**config.mk**
```make
export PLATFORM = sky130hd
export DESIGN_NAME = control_sequencer_flat
export DESIGN_NICKNAME = d
export VERILOG_FILES = /design/src/rtl/cpu_pkg.sv /design/src/rtl/control_sequencer_if.sv /design/src/rtl/control_sequencer.sv /design/src/flat_wrapper.sv
export SDC_FILE = /design/constraint.sdc
export NUM_CORES = 1
export LEC_CHECK = 0
export ABC_AREA = 1
export CORE_MARGIN = 2
export CORE_UTILIZATION = 40
export DETAILED_ROUTE_END_ITERATION = 16
export PLACE_DENSITY = 0.85
export SYNTH_ARGS = -nofsm -noshare
export SYNTH_HDL_FRONTEND = slang
export SYNTH_SLANG_ARGS = --single-unit
```
**constraint.sdc**
```tcl
create_clock -name Clock -period 3.17 [get_ports Clock]
set_clock_uncertainty 0.15 [all_clocks]
set_input_delay 0.7925 -clock Clock [delete_from_list [all_inputs] [get_ports Clock]]
set_output_delay 0.7925 -clock Clock [all_outputs]
set_load 0.02 [all_outputs]
```
**src/rtl/cpu_pkg.sv**
```systemverilog
// cpu_pkg: opcodes, ALU codes and control-sequencer state encoding shared across the CPU
package cpu_pkg;
  localparam logic [4:0] OP_LD   = 5'b00000;
  localparam logic [4:0] OP_ST   = 5'b00010;
  localparam logic [4:0] OP_ADD  = 5'b00011;
  localparam logic [4:0] OP_SUB  = 5'b00100;
  localparam logic [4:0] OP_AND  = 5'b00101;
  localparam logic [4:0] OP_OR   = 5'b00110;
  localparam logic [4:0] OP_ADDI = 5'b01100;
  localparam logic [4:0] OP_BR   = 5'b10010;
  localparam logic [4:0] OP_JR   = 5'b10011;
  localparam logic [4:0] OP_JAL  = 5'b10100;
  localparam logic [4:0] OP_NOP  = 5'b11010;
  localparam logic [4:0] OP_HALT = 5'b11011;
  localparam logic [4:0] ALU_ADD = 5'b00011;
  typedef enum logic [3:0] {S_RST, T0, T1, T2, T3, T4, T5, T6, T7, S_HALT} ctrl_state_t;
  function automatic logic [4:0] norm_op(input logic [4:0] o);
    return (o inside {OP_LD, OP_ST, OP_ADD, OP_SUB, OP_AND, OP_OR, OP_ADDI,
                      OP_BR, OP_JR, OP_JAL, OP_NOP, OP_HALT}) ? o : OP_NOP;
  endfunction
endpackage

```
**src/rtl/control_sequencer_if.sv**
```systemverilog
// control_sequencer_if: control strobes from the sequencer to data_path
interface control_sequencer_if;
  logic PCout, Zhighout, Zlowout, MDRout, Cout, BAOut, Rout;
  logic Gra, Grb, Grc;
  logic Rin, MARin, MDRin, IRin, PCin, Yin, ZHighin, Zlowin, CONin;
  logic IncPC, Read, Write;
  logic [4:0] op;
  logic Run;
  modport master (output PCout, Zhighout, Zlowout, MDRout, Cout, BAOut, Rout, Gra, Grb, Grc,
                  Rin, MARin, MDRin, IRin, PCin, Yin, ZHighin, Zlowin, CONin,
                  IncPC, Read, Write, op, Run);
  modport slave  (input PCout, Zhighout, Zlowout, MDRout, Cout, BAOut, Rout, Gra, Grb, Grc,
                  Rin, MARin, MDRin, IRin, PCin, Yin, ZHighin, Zlowin, CONin,
                  IncPC, Read, Write, op, Run);
endinterface

```
**src/rtl/control_sequencer.sv**
```systemverilog
// control_sequencer: hardwired fetch/decode/execute control unit driving data_path strobes
module control_sequencer
  import cpu_pkg::*;
#(
  parameter int MEM_LAT = 1
) (
  input  logic                       Clock,
  input  logic                       clear_n,
  input  logic [31:0]                ir,
  input  logic                       con_ff,
  input  logic                       stop,
  control_sequencer_if.master        ctrl
);
  ctrl_state_t state_q, state_d, done;
  logic [1:0] cnt_q, cnt_d;
  logic [4:0] opc_q, cur;
  logic alu, imm, hold, last;
  logic unused_ir;
  assign unused_ir = ^ir[26:0];
  // ir and con_ff are themselves register outputs, so decoding them keeps the outputs registered-only
  assign cur  = state_q == T3 ? norm_op(ir[31:27]) : opc_q;
  assign alu  = cur inside {OP_ADD, OP_SUB, OP_AND, OP_OR};
  assign imm  = cur inside {OP_ADDI, OP_LD, OP_ST};
  assign hold = state_q == T1 || (state_q == T6 && cur == OP_LD) || (state_q == T7 && cur == OP_ST);
  assign last = cnt_q == 2'(MEM_LAT - 1);
  assign done = stop ? S_HALT : T0;
  assign cnt_d = hold && !last ? cnt_q + 2'd1 : 2'd0;
  always_ff @(posedge Clock or negedge clear_n)
    if (!clear_n) begin
      state_q <= S_RST;
      cnt_q   <= '0;
      opc_q   <= OP_NOP;
    end else begin
      state_q <= state_d;
      cnt_q   <= cnt_d;
      opc_q   <= cur;
    end
  always_comb begin
    state_d = state_q;
    unique case (state_q)
      S_RST:   state_d = T0;
      T0:      state_d = T1;
      T1:      state_d = last ? T2 : T1;
      T2:      state_d = T3;
      T3:      state_d = cur == OP_HALT ? S_HALT : (cur inside {OP_NOP, OP_JR}) ? done : T4;
      T4:      state_d = cur == OP_JAL ? done : T5;
      T5:      state_d = (alu || cur == OP_ADDI) ? done : T6;
      T6:      state_d = cur == OP_BR ? done : cur == OP_ST ? T7 : (last ? T7 : T6);
      T7:      state_d = cur == OP_ST && !last ? T7 : done;
      S_HALT:  state_d = S_HALT;
      default: state_d = S_RST;
    endcase
  end
  always_comb begin
    {ctrl.PCout, ctrl.Zhighout, ctrl.Zlowout, ctrl.MDRout, ctrl.Cout, ctrl.BAOut, ctrl.Rout,
     ctrl.Gra, ctrl.Grb, ctrl.Grc, ctrl.Rin, ctrl.MARin, ctrl.MDRin, ctrl.IRin, ctrl.PCin,
     ctrl.Yin, ctrl.ZHighin, ctrl.Zlowin, ctrl.CONin, ctrl.IncPC, ctrl.Read, ctrl.Write} = '0;
    ctrl.op  = '0;
    ctrl.Run = !(state_q inside {S_RST, S_HALT});
    unique case (state_q)
      T0: {ctrl.PCout, ctrl.MARin, ctrl.IncPC, ctrl.ZHighin, ctrl.Zlowin} = '1;
      T1: begin
        {ctrl.Zlowout, ctrl.Read, ctrl.MDRin} = '1;
        ctrl.PCin = cnt_q == 2'd0;
      end
      T2: {ctrl.MDRout, ctrl.IRin} = '1;
      T3:
        if (alu) {ctrl.Grb, ctrl.Rout, ctrl.Yin} = '1;
        else if (imm) {ctrl.Grb, ctrl.BAOut, ctrl.Yin} = '1;
        else if (cur == OP_BR) {ctrl.Gra, ctrl.Rout, ctrl.CONin} = '1;
        else if (cur == OP_JR) {ctrl.Gra, ctrl.Rout, ctrl.PCin} = '1;
        else if (cur == OP_JAL) {ctrl.PCout, ctrl.Grb, ctrl.Rin} = '1;
      T4:
        if (alu) begin
          {ctrl.Grc, ctrl.Rout, ctrl.ZHighin, ctrl.Zlowin} = '1;
          ctrl.op = cur;
        end else if (imm) begin
          {ctrl.Cout, ctrl.ZHighin, ctrl.Zlowin} = '1;
          ctrl.op = ALU_ADD;
        end else if (cur == OP_BR) {ctrl.PCout, ctrl.Yin} = '1;
        else if (cur == OP_JAL) {ctrl.Gra, ctrl.Rout, ctrl.PCin} = '1;
      T5:
        if (alu || cur == OP_ADDI) {ctrl.Zlowout, ctrl.Gra, ctrl.Rin} = '1;
        else if (imm) {ctrl.Zlowout, ctrl.MARin} = '1;
        else if (cur == OP_BR) begin
          {ctrl.Cout, ctrl.ZHighin, ctrl.Zlowin} = '1;
          ctrl.op = ALU_ADD;
        end
      T6:
        if (cur == OP_BR) begin
          ctrl.Zlowout = 1'b1;
          ctrl.PCin    = con_ff;
        end else if (cur == OP_LD) {ctrl.Read, ctrl.MDRin} = '1;
        else if (cur == OP_ST) {ctrl.Gra, ctrl.Rout, ctrl.MDRin} = '1;
      T7:
        if (cur == OP_LD) {ctrl.MDRout, ctrl.Gra, ctrl.Rin} = '1;
        else if (cur == OP_ST) ctrl.Write = 1'b1;
      default: ;
    endcase
  end
endmodule

```
**src/flat_wrapper.sv**
```systemverilog
// flat-port wrapper written by rule: the top's interface ports become plain ports
module control_sequencer_flat import cpu_pkg::*;
#(
  parameter int MEM_LAT = 1
)
  (Clock, clear_n, ir, con_ff, stop, ctrl_PCout, ctrl_Zhighout, ctrl_Zlowout, ctrl_MDRout, ctrl_Cout, ctrl_BAOut, ctrl_Rout, ctrl_Gra, ctrl_Grb, ctrl_Grc, ctrl_Rin, ctrl_MARin, ctrl_MDRin, ctrl_IRin, ctrl_PCin, ctrl_Yin, ctrl_ZHighin, ctrl_Zlowin, ctrl_CONin, ctrl_IncPC, ctrl_Read, ctrl_Write, ctrl_op, ctrl_Run);
  control_sequencer_if ctrl_i ();
  input  logic Clock;
  input  logic clear_n;
  input  logic [31:0] ir;
  input  logic con_ff;
  input  logic stop;
  output wire logic [$bits(ctrl_i.PCout)-1:0] ctrl_PCout;
  output wire logic [$bits(ctrl_i.Zhighout)-1:0] ctrl_Zhighout;
  output wire logic [$bits(ctrl_i.Zlowout)-1:0] ctrl_Zlowout;
  output wire logic [$bits(ctrl_i.MDRout)-1:0] ctrl_MDRout;
  output wire logic [$bits(ctrl_i.Cout)-1:0] ctrl_Cout;
  output wire logic [$bits(ctrl_i.BAOut)-1:0] ctrl_BAOut;
  output wire logic [$bits(ctrl_i.Rout)-1:0] ctrl_Rout;
  output wire logic [$bits(ctrl_i.Gra)-1:0] ctrl_Gra;
  output wire logic [$bits(ctrl_i.Grb)-1:0] ctrl_Grb;
  output wire logic [$bits(ctrl_i.Grc)-1:0] ctrl_Grc;
  output wire logic [$bits(ctrl_i.Rin)-1:0] ctrl_Rin;
  output wire logic [$bits(ctrl_i.MARin)-1:0] ctrl_MARin;
  output wire logic [$bits(ctrl_i.MDRin)-1:0] ctrl_MDRin;
  output wire logic [$bits(ctrl_i.IRin)-1:0] ctrl_IRin;
  output wire logic [$bits(ctrl_i.PCin)-1:0] ctrl_PCin;
  output wire logic [$bits(ctrl_i.Yin)-1:0] ctrl_Yin;
  output wire logic [$bits(ctrl_i.ZHighin)-1:0] ctrl_ZHighin;
  output wire logic [$bits(ctrl_i.Zlowin)-1:0] ctrl_Zlowin;
  output wire logic [$bits(ctrl_i.CONin)-1:0] ctrl_CONin;
  output wire logic [$bits(ctrl_i.IncPC)-1:0] ctrl_IncPC;
  output wire logic [$bits(ctrl_i.Read)-1:0] ctrl_Read;
  output wire logic [$bits(ctrl_i.Write)-1:0] ctrl_Write;
  output wire logic [$bits(ctrl_i.op)-1:0] ctrl_op;
  output wire logic [$bits(ctrl_i.Run)-1:0] ctrl_Run;
  assign ctrl_PCout = ctrl_i.PCout;
  assign ctrl_Zhighout = ctrl_i.Zhighout;
  assign ctrl_Zlowout = ctrl_i.Zlowout;
  assign ctrl_MDRout = ctrl_i.MDRout;
  assign ctrl_Cout = ctrl_i.Cout;
  assign ctrl_BAOut = ctrl_i.BAOut;
  assign ctrl_Rout = ctrl_i.Rout;
  assign ctrl_Gra = ctrl_i.Gra;
  assign ctrl_Grb = ctrl_i.Grb;
  assign ctrl_Grc = ctrl_i.Grc;
  assign ctrl_Rin = ctrl_i.Rin;
  assign ctrl_MARin = ctrl_i.MARin;
  assign ctrl_MDRin = ctrl_i.MDRin;
  assign ctrl_IRin = ctrl_i.IRin;
  assign ctrl_PCin = ctrl_i.PCin;
  assign ctrl_Yin = ctrl_i.Yin;
  assign ctrl_ZHighin = ctrl_i.ZHighin;
  assign ctrl_Zlowin = ctrl_i.Zlowin;
  assign ctrl_CONin = ctrl_i.CONin;
  assign ctrl_IncPC = ctrl_i.IncPC;
  assign ctrl_Read = ctrl_i.Read;
  assign ctrl_Write = ctrl_i.Write;
  assign ctrl_op = ctrl_i.op;
  assign ctrl_Run = ctrl_i.Run;
  control_sequencer #(.MEM_LAT(MEM_LAT)) u_core (.Clock(Clock), .clear_n(clear_n), .ir(ir), .con_ff(con_ff), .stop(stop), .ctrl(ctrl_i));
endmodule
```
# ---- Yosys cells after proc, flatten, opt, wreduce, memory -nomap -nowiden
# Index checks and enable logic that the tools add are counted.
dict set report classes {
  add_sub_neg 1
  eq_ne 31
  mux 78
  reduce_logical 18
}
# operator n
set ops {}
lappend ops {{$eq 5x5->1 const B} 10}
lappend ops {{$mux 1} 46}
lappend ops {{$pmux 4 s10} 1}
lappend ops {{$mux 4} 9}
lappend ops {{$eq 5x3->1 const B} 6}
lappend ops {{$mux 5} 5}
lappend ops {{$eq 5x2->1 const B} 4}
lappend ops {{$eq 4x3->1 const B} 4}
lappend ops {{$pmux 1 s3} 5}
lappend ops {{$pmux 1 s2} 6}
lappend ops {{$reduce_bool 12->1} 1}
lappend ops {{$eq 5x4->1 const B} 2}
lappend ops {{$logic_not 5->1} 2}
lappend ops {{$pmux 5 s2} 1}
lappend ops {{$eq 4x2->1 const B} 2}
lappend ops {{$eq 4x4->1 const B} 2}
lappend ops {{$mux 2} 3}
lappend ops {{$pmux 1 s5} 1}
lappend ops {{$eq 4x1->1 const B} 1}
lappend ops {{$logic_and 1x1->1} 4}
lappend ops {{$logic_not 4->1} 1}
lappend ops {{$pmux 1 s4} 1}
lappend ops {{$reduce_bool 2->1} 2}
lappend ops {{$reduce_bool 4->1} 1}
lappend ops {{5 further kinds} 8}
dict set report totals {
  register_bits 11
  out_inout_bits 28
}

# ---- Longest topological paths before layout
# Gate-level depths: netlist (run 1).
dict set report logic_depth {
  ltp_word 11
  ltp_mapped 16
}

# ---- Worst setup path before layout (run 1)
# No wires, ideal clock.
dict set report synth_path {
  kind {input -> output}
  startpoint {input port ir[28]}
  endpoint {output port ctrl_Zlowin}
  arrival_ns 2.365
  setup_slack_ns -0.138
  stages 15
  n_path_buf 1
  cell_sequence {inv_2 > nand3_1 > nand2_1 > nand3_2 > nor2_1 > nor2_2 > nand2_1 > nor2_1 > nand2_2 > inv_2 > nor2_2 > nand2_2 > nand2_1 > nand3_1 > buf_4}
}
dict set report synth_between {
  elab_chain_len 9
  word_cells_on_any_way 32
}
# item line
set synth_lines {}
lappend synth_lines {{from (decl)} flat_wrapper.sv:10} ;# input logic [31:0] ir;
lappend synth_lines {{$eq 5x2->1 (tied with other cells)} cpu_pkg.sv:18} ;# return (o inside {OP_LD, OP_ST, OP_ADD, OP_SUB, OP_AND, OP_OR, OP_ADDI,
lappend synth_lines {{$reduce_bool 12->1} cpu_pkg.sv:18}
lappend synth_lines {{$mux 5 *} cpu_pkg.sv:19} ;# OP_BR, OP_JR, OP_JAL, OP_NOP, OP_HALT}) ? o : OP_NOP;
lappend synth_lines {{$mux 5 *} control_sequencer.sv:21} ;# assign cur = state_q == T3 ? norm_op(ir[31:27]) : opc_q;
lappend synth_lines {{$eq 5x4->1 (tied with other cells)} {control_sequencer.sv:23, control_sequencer.sv:83}}
lappend synth_lines {{$reduce_bool 3->1 (tied with other cells)} control_sequencer.sv:23} ;# assign imm = cur inside {OP_ADDI, OP_LD, OP_ST};
lappend synth_lines {{$mux 1 (tied with other cells)} n/a}
lappend synth_lines {{$mux 1 (on tied branches)} n/a}
lappend synth_lines {{$pmux 1 s3 *} n/a}
lappend synth_lines {{to (decl)} flat_wrapper.sv:30} ;# output wire logic [$bits(ctrl_i.Zlowin)-1:0] ctrl_Zlowin;
# Mark *: on every way between the ends. The rest lies on a longest branch, timed or not.

# ---- Final worst setup path (run 1)
dict set report layout_path {
  startpoint {input port ir[28]}
  endpoint {output port ctrl_Gra}
}
dict set report layout_between {
  elab_chain_len 10
  word_cells_on_any_way 42
}
# item line
set layout_lines {}
lappend layout_lines {{$eq 5x2->1 (tied with other cells)} cpu_pkg.sv:18}
lappend layout_lines {{$reduce_bool 12->1} cpu_pkg.sv:18}
lappend layout_lines {{$mux 5 *} cpu_pkg.sv:19}
lappend layout_lines {{$mux 5 *} control_sequencer.sv:21}
lappend layout_lines {{$eq 5x5->1 (on tied branches)} {control_sequencer.sv:81, control_sequencer.sv:71}}
lappend layout_lines {{$mux 1 (on tied branches)} {control_sequencer.sv:81, control_sequencer.sv:71}}
lappend layout_lines {{$mux 1 (on tied branches)} {control_sequencer.sv:80, control_sequencer.sv:70}}
lappend layout_lines {{$mux 1 (on tied branches)} {control_sequencer.sv:77, control_sequencer.sv:69}}
lappend layout_lines {{$mux 1 (on tied branches)} {control_sequencer.sv:74, control_sequencer.sv:68}}
lappend layout_lines {{$pmux 1 s5 *} control_sequencer.sv:60} ;# unique case (state_q)
lappend layout_lines {{to (decl)} flat_wrapper.sv:20} ;# output wire logic [$bits(ctrl_i.Gra)-1:0] ctrl_Gra;
# Marked as above.

==> flow_summary.yaml, run 1 <==
status:
  status: "finished, violations left"
  failed_checks: "negative setup slack"
clock_network:
  root_buffer: "clkbuf_4"
  clk_latency_ps: 260
  cts_buffers: 3
  postCtsHoldBufs: 0
  clk_pin_slew_ps: 60
  cts.htree.levels: 1
  cts_tree: "done"
  cts.sink_count: 11
  max-clock-path-buffers: 2
floorplan:
  start_util: 0.417
  die_h_um: 60.2
  die_w_um: 60.2
  rows: 20
  die_area_mm2: 0.00362
  core_area_mm2: 0.00303
  io_pins: 64
power:
  p_sw_w: 0.00101
  powerDensity_mw_per_mm2: 829
  seq_power_share: 0.123
  swShare: 0.501
  vdd.ir_drop.worst_v: 0.000483
  internal-power_w: 0.00100
  leakagePower_nw: 1.28
  pwr-share-clk: 0.044
  pwr-share-comb: 0.833
place:
  hpwl_um: 3220
  io_buffer_count: 33
  pre_cts_ws_ps: -1040
  place_congestion: 0.910
  place_area_mm2: 0.00201
synthesis:
  yosysWarningCount: 0
  synth_compound_area_frac: 0.100
  synth_edf_count: 0
  netlist_top_cells_count: "nand2_1 (55), nor2_1 (29), inv_1 (22)"
  synth_top_family_by_area: "simple AND/OR/NAND/NOR gates"
  syn-cell-area_mm2: 0.00126
  synth-seq-area-share: 0.221
  syn_avg_cell_area_um2: 6.13
  synthSimpleGateAreaFrac: 0.539
  synthAdderAreaFrac: 0.00991
  yosys.area.top_type: "nand2_1"
  async_flop_share: 1.00
  synth.most_common_cell: "nand2_1"
  synth_top_area_share: 0.164
  synth_ff_type: "dfrtp_1"
  synth_cells: 206
  ys_ff_latch: 11
  synthDistinctLibCells: 29
  synth_area_leaders: "nand2_1 (16%), dfrtp_1 (16%), nor2_1 (8.6%)"
  synthXorXnorAreaFrac: 0
  synth_mux_area_frac: 0
cells_and_area:
  final_nets: 346
  drive_gt1_frac: 0.597
  n_antenna_cell: 0
  stdcell_area_mm2: 0.00243
  syn2layout_area_growth_pct: 92.2
sta:
  finalSetupViolations: 20
  rsz0062_at_grt: "yes"
  period_needed_ps: 3410
  hold_ws_ps: 279
  slew_violations: 0
  finalHoldViolations: 0
  fmax_mhz: 293
  period_share: 1.08
  setup_slack_ps: -244
worst_setup_path:
  cpMostUsedCell: "nand2_2"
  reg2reg_from: "u_core.state_q[1]"
  crit_family: "simple AND/OR/NAND/NOR gates"
  critPathMaxFanout: 7
  path_depth: 17
  path_buf_inv: 4
  startpoint_type: "input pin"
  rrSetupSlack_ps: 140
  cp.required_ps: 2230
  critPathCapture: "ctrl_Gra"
  slowest_delay_ps: 200
  path_cells: "buf_8 -> inv_8 -> nand2_4 -> nand3_4 -> nand3_4 -> buf_6 -> o21bai_4 -> nor2_4 -> nand2_2 -> nand2_2 -> nand2_4 -> nand2_2 -> nand2_2 -> nand2_2 -> nor2_1 -> nand2_1 -> buf_6"
  r2r-end: "u_core.state_q[3]"
  critPathLaunch: "ir[28]"
  worstPathArrival_ps: 2470
  crit_slowest_cell: "o21bai_4"
  path_class: "input pin to output pin"
  reg2reg_depth: 23
  cp-end-kind: "output pin"
route:
  dr.pass1.iters: 4
  vias: 1875
  via_per_inst: 5.33
  drc: 0
  drt_iter0_markers: 121
  ant_nets: 0
  wl_per_cell_um: 15.3
  wirelength_um: 5400
global_routing:
  antenna_found_initial: 0
  grt_max_degree: 12
  grt_util_all_layers: 0.262
  grt_pass1_wl_um: 7070
  first_global_vias: 1588
  overflow: 0
run:
  maxCapViolCount: 0
worst_hold_path:
  hold_path.class: "flop to flop"
worst min-delay path by stage:
stage                               start              end  cells past startpoint  slack (ps)
after floorplan           u_core.cnt_q[0]  u_core.cnt_q[0]                      1         250
after global placement    u_core.cnt_q[0]  u_core.cnt_q[0]                      1         270
after detailed placement  u_core.cnt_q[0]  u_core.cnt_q[0]                      1         270
after CTS                 u_core.cnt_q[0]  u_core.cnt_q[0]                      1         280
after global routing      u_core.cnt_q[0]  u_core.cnt_q[0]                      1         290
final                     u_core.cnt_q[0]  u_core.cnt_q[0]                      1         280
cell usage in the layout (no fill, tap or decap), drive strengths merged:
cell type,instances
nand4,5
o22ai,1
nand3,20
a31oi,1
o211ai,1
inv,31
a211oi,1
clkbuf,4
buf,95
o21ai,9
nand2,62
conb,3
dfstp,3
nor3,8
dfrtp,8
o21bai,1
nor2,44
ha,1
clkdlybuf4s50,6
a21oi,4
routing by layer:
metal / track usage / vias to the layer above / part of all wire
met5: 0 / - / 0
met4: 0.108 / 0 / 0.045
met3: 0.0130 / 24 / 0.069
met2: 0.453 / 127 / 0.51
met1: 0.337 / 870 / 0.38
li1: - / 854 / -
flip-flops by register name, indices dropped and copies added (netlist names):
signal	cells
u_core.opc_q	5
u_core.state_q	4
u_core.cnt_q	2
area by class of cell:
class | count | area [um^2]
clock buffers | 4 | 26.3
multi-input cells | 161 | 1080
flip-flops and latches | 11 | 279
well taps | 44 | 55.1
fillers | 177 | 602
inverters | 31 | 136
repair buffers | 101 | 850
worst register-to-register path, cell delays in order, from the launching register on:
cell and delay [ps]:
dfrtp_1 390, inv_1 80, nand2_2 90, nor2_4 60, buf_4 140, buf_4 120
nor2_2 210, o21bai_4 220, nor2_4 80, nand2_2 70, nand2_2 60, nand2_4 120
nand2_2 70, nand2_2 80, nand2_2 50, buf_4 130, buf_4 120, buf_4 120
buf_4 120, buf_6 100, buf_6 100, buf_6 110, nand2_4 50, nand3_2 60
timing repair:
item                       in CTS  in global routing
pin swaps                      18                 22
setup buffers                  13                 11
setup endpoints to repair      22                 23
gates resized for setup       162                 49
power by group through the flow:
stage | Combinational (W) | Clock (W) | Sequential [W]
2_1_floorplan | 0.000769 | 0 | 0.000239
3_3_place_gp | 0.00135 | 0 | 0.000240
3_5_place_dp | 0.00136 | 0 | 0.000245
4_1_cts | 0.00140 | 0.0000949 | 0.000243
5_1_grt | 0.00179 | 0.0000993 | 0.000251
6_report | 0.00167 | 0.0000890 | 0.000247
kinds of logic (layout without fill, tap and decap cells):
group / count (synthesis) / in the layout
and+or+nand+nor: 139 / 139
buffers and inverters: 36 / 136
AOI/OAI and AO/OA: 18 / 18
DFF: 11 / 11
adders and majority gates: 1 / 1
other: 1 / 3
per-stage QoR:
step	utilization	TNS, ps	power [W]	instances
after global placement	0.663	-19840	0.00159	327
after CTS	0.721	-924	0.00174	344
final	0.801	-2700	0.00201	352
after floorplan	-	0	0.00101	208
after detailed placement	0.663	-21120	0.00161	327
after global routing	0.801	-5300	0.00214	352
No activity file was read; power rests on OpenSTA's default activity.
==> run 2: changes to the inputs <==
--- a/config.mk
+++ b/config.mk
@@ -10,6 +10,7 @@
 export CORE_UTILIZATION = 40
 export DETAILED_ROUTE_END_ITERATION = 16
 export PLACE_DENSITY = 0.85
+export REMOVE_ABC_BUFFERS = 1
 export SYNTH_ARGS = -nofsm -noshare
 export SYNTH_HDL_FRONTEND = slang
 export SYNTH_SLANG_ARGS = --single-unit
==> constraint.sdc (replaced) <==
create_clock -name Clock -period 3.7 [get_ports Clock]
set_clock_uncertainty 0.15 [all_clocks]
set_input_delay 0.925 -clock Clock [delete_from_list [all_inputs] [get_ports Clock]]
set_output_delay 0.925 -clock Clock [all_outputs]
set_load 0.02 [all_outputs]
==> flow_summary.yaml, run 2 (synthesis results as in run 1) <==
clock_network:
  cts_buffers: 3
  cts.htree.levels: 1
  root_buffer: "clkbuf_4"
  cts_tree: "done"
  clk_pin_slew_ps: 70
  clk_latency_ps: 270
  cts.sink_count: 11
  max-clock-path-buffers: 2
route:
  drt_iter0_markers: 369
  drc: 0
  wirelength_um: 6520
  via_per_inst: 5.86
  vias: 1999
  ant_nets: 0
  dr.pass1.iters: 5
  wl_per_cell_um: 19.1
cells_and_area:
  n_antenna_cell: 0
  largest_reg_flops: 5
  syn2layout_area_growth_pct: 84.3
  mostFrequentLayoutCells: "buf_4 (58), nand2_1 (35), nor2_1 (22)"
  stdcell_area_mm2: 0.00233
  drive_gt1_frac: 0.539
  largest_register: "u_core.opc_q"
  reg.largest.list: "u_core.opc_q (5), u_core.state_q (4), u_core.cnt_q (2)"
  final_common_cell: "buf_4"
  fillers: 172
  final_nets: 335
  fin_util: 0.769
global_routing:
  first_global_vias: 1620
  antenna_found_initial: 0
  grt_pass1_wl_um: 7190
  grt_max_degree: 12
  grt_util_all_layers: 0.265
  overflow: 0
power:
  leakagePower_nw: 1.22
  pwr-share-comb: 0.821
  vdd.ir_drop.worst_v: 0.000352
  swShare: 0.533
  power_w: 0.00174
  powerDensity_mw_per_mm2: 748
  pwr-share-clk: 0.048
  seq_power_share: 0.130
  p_sw_w: 0.000927
  internal-power_w: 0.000813
worst_setup_path:
  critPathMaxFanout: 4
  reg2reg_depth: 17
  cp.required_ps: 2620
  r2r-end: "u_core.state_q[3]"
  path_class: "input pin to output pin"
  worstPathArrival_ps: 2730
  reg2reg_from: "u_core.state_q[0]"
  cp-end-kind: "output pin"
  startpoint_type: "input pin"
  rrSetupSlack_ps: 1040
floorplan:
  die_w_um: 60.2
  die_h_um: 60.2
  io_pins: 64
  die_area_mm2: 0.00362
  core_area_mm2: 0.00303
  start_util: 0.417
  rows: 20
sta:
  worstMarginPinSlew_ps: 888
  fin_tns_setup_ps: -1050
  slew_headroom: 0.404
  hold_ws_ps: 277
  slew_violations: 0
  fmax_mhz: 263
  period_needed_ps: 3810
  finalSetupViolations: 17
  rsz0062_at_grt: "yes"
  finalHoldViolations: 0
  setup_slack_ps: -107
  period_share: 1.03
worst_hold_path:
  min_from: "u_core.cnt_q[0]"
  holdPathStages: 1
  hold_path_end: "u_core.cnt_q[0]"
  hold_path.class: "flop to flop"
status:
  status: "finished, violations left"
  failed_checks: "negative setup slack"
place:
  io_buffer_count: 33
  place_area_mm2: 0.00186
  hpwl_um: 2960
  place_congestion: 0.928
run:
  maxCapViolCount: 0
## run 2: how the worst max path moves through the flow
stage / slack (ps) / cells after the start / endpoint / from
after floorplan: 240 / 14 / ctrl_ZHighin / ir[28]
after global placement: -800 / 16 / ctrl_Zlowin / ir[31]
after detailed placement: -810 / 16 / ctrl_Zlowin / ir[31]
after CTS: 0.9 / 14 / ctrl_Grc / ir[29]
after global routing: -200 / 18 / ctrl_op[0] / ir[28]
final: -110 / 17 / ctrl_Rout / ir[28]
## run 2: power by group through the flow
stage	registers [W]	logic, W	clock network, W
after floorplan	0.000204	0.000620	0
after global placement	0.000211	0.00105	0
after detailed placement	0.000215	0.00106	0
after CTS	0.000213	0.00113	0.0000835
after global routing	0.000229	0.00149	0.0000905
final	0.000227	0.00143	0.0000840
## run 2: routing by layer
layer / up-vias / GRT usage / share of wire
li1: 829 / - / -
met1: 910 / 0.325 / 0.37
met2: 201 / 0.463 / 0.47
met3: 59 / 0.0325 / 0.089
met4: 0 / 0.111 / 0.071
met5: - / 0 / 0
## run 2: stage by stage
step	worst slack, ps	cells
finish	-107	341
detailed placement	-810	313
global route	-204	341
floorplan	242	203
global placement	-795	313
CTS	0.852	329
## run 2: layout make-up
cell class	count	area, um^2	share of cell area
Sequential cell	11	279	0.120
Tap cell	44	55.1	0.0237
Clock buffer	4	26.3	0.0113
Timing Repair Buffer	90	767	0.330
Inverter	31	149	0.0640
Multi-Input combinational cell	161	1050	0.452
## run 2: worst max-delay path: stages
cell,delay (ps)
buf_12,90
clkinv_8,70
nand2_4,80
nand3_4,100
nand3_4,170
nor2_4,60
nor2_4,160
buf_6,130
nand2_4,60
nor2_4,150
nand2_1,120
nand2_2,110
nand2_1,90
nand3_2,90
o21ai_1,70
nand2_1,110
buf_6,120
## run 2: what timing repair did
action                                  4_1_cts  5_1_grt
endpoints found under the setup margin       22       22
hold buffers                                  0        0
buffers inserted                             12       12
pin swaps                                    23       32
endpoints found under the hold margin         0        0
gates resized for setup                     122       74
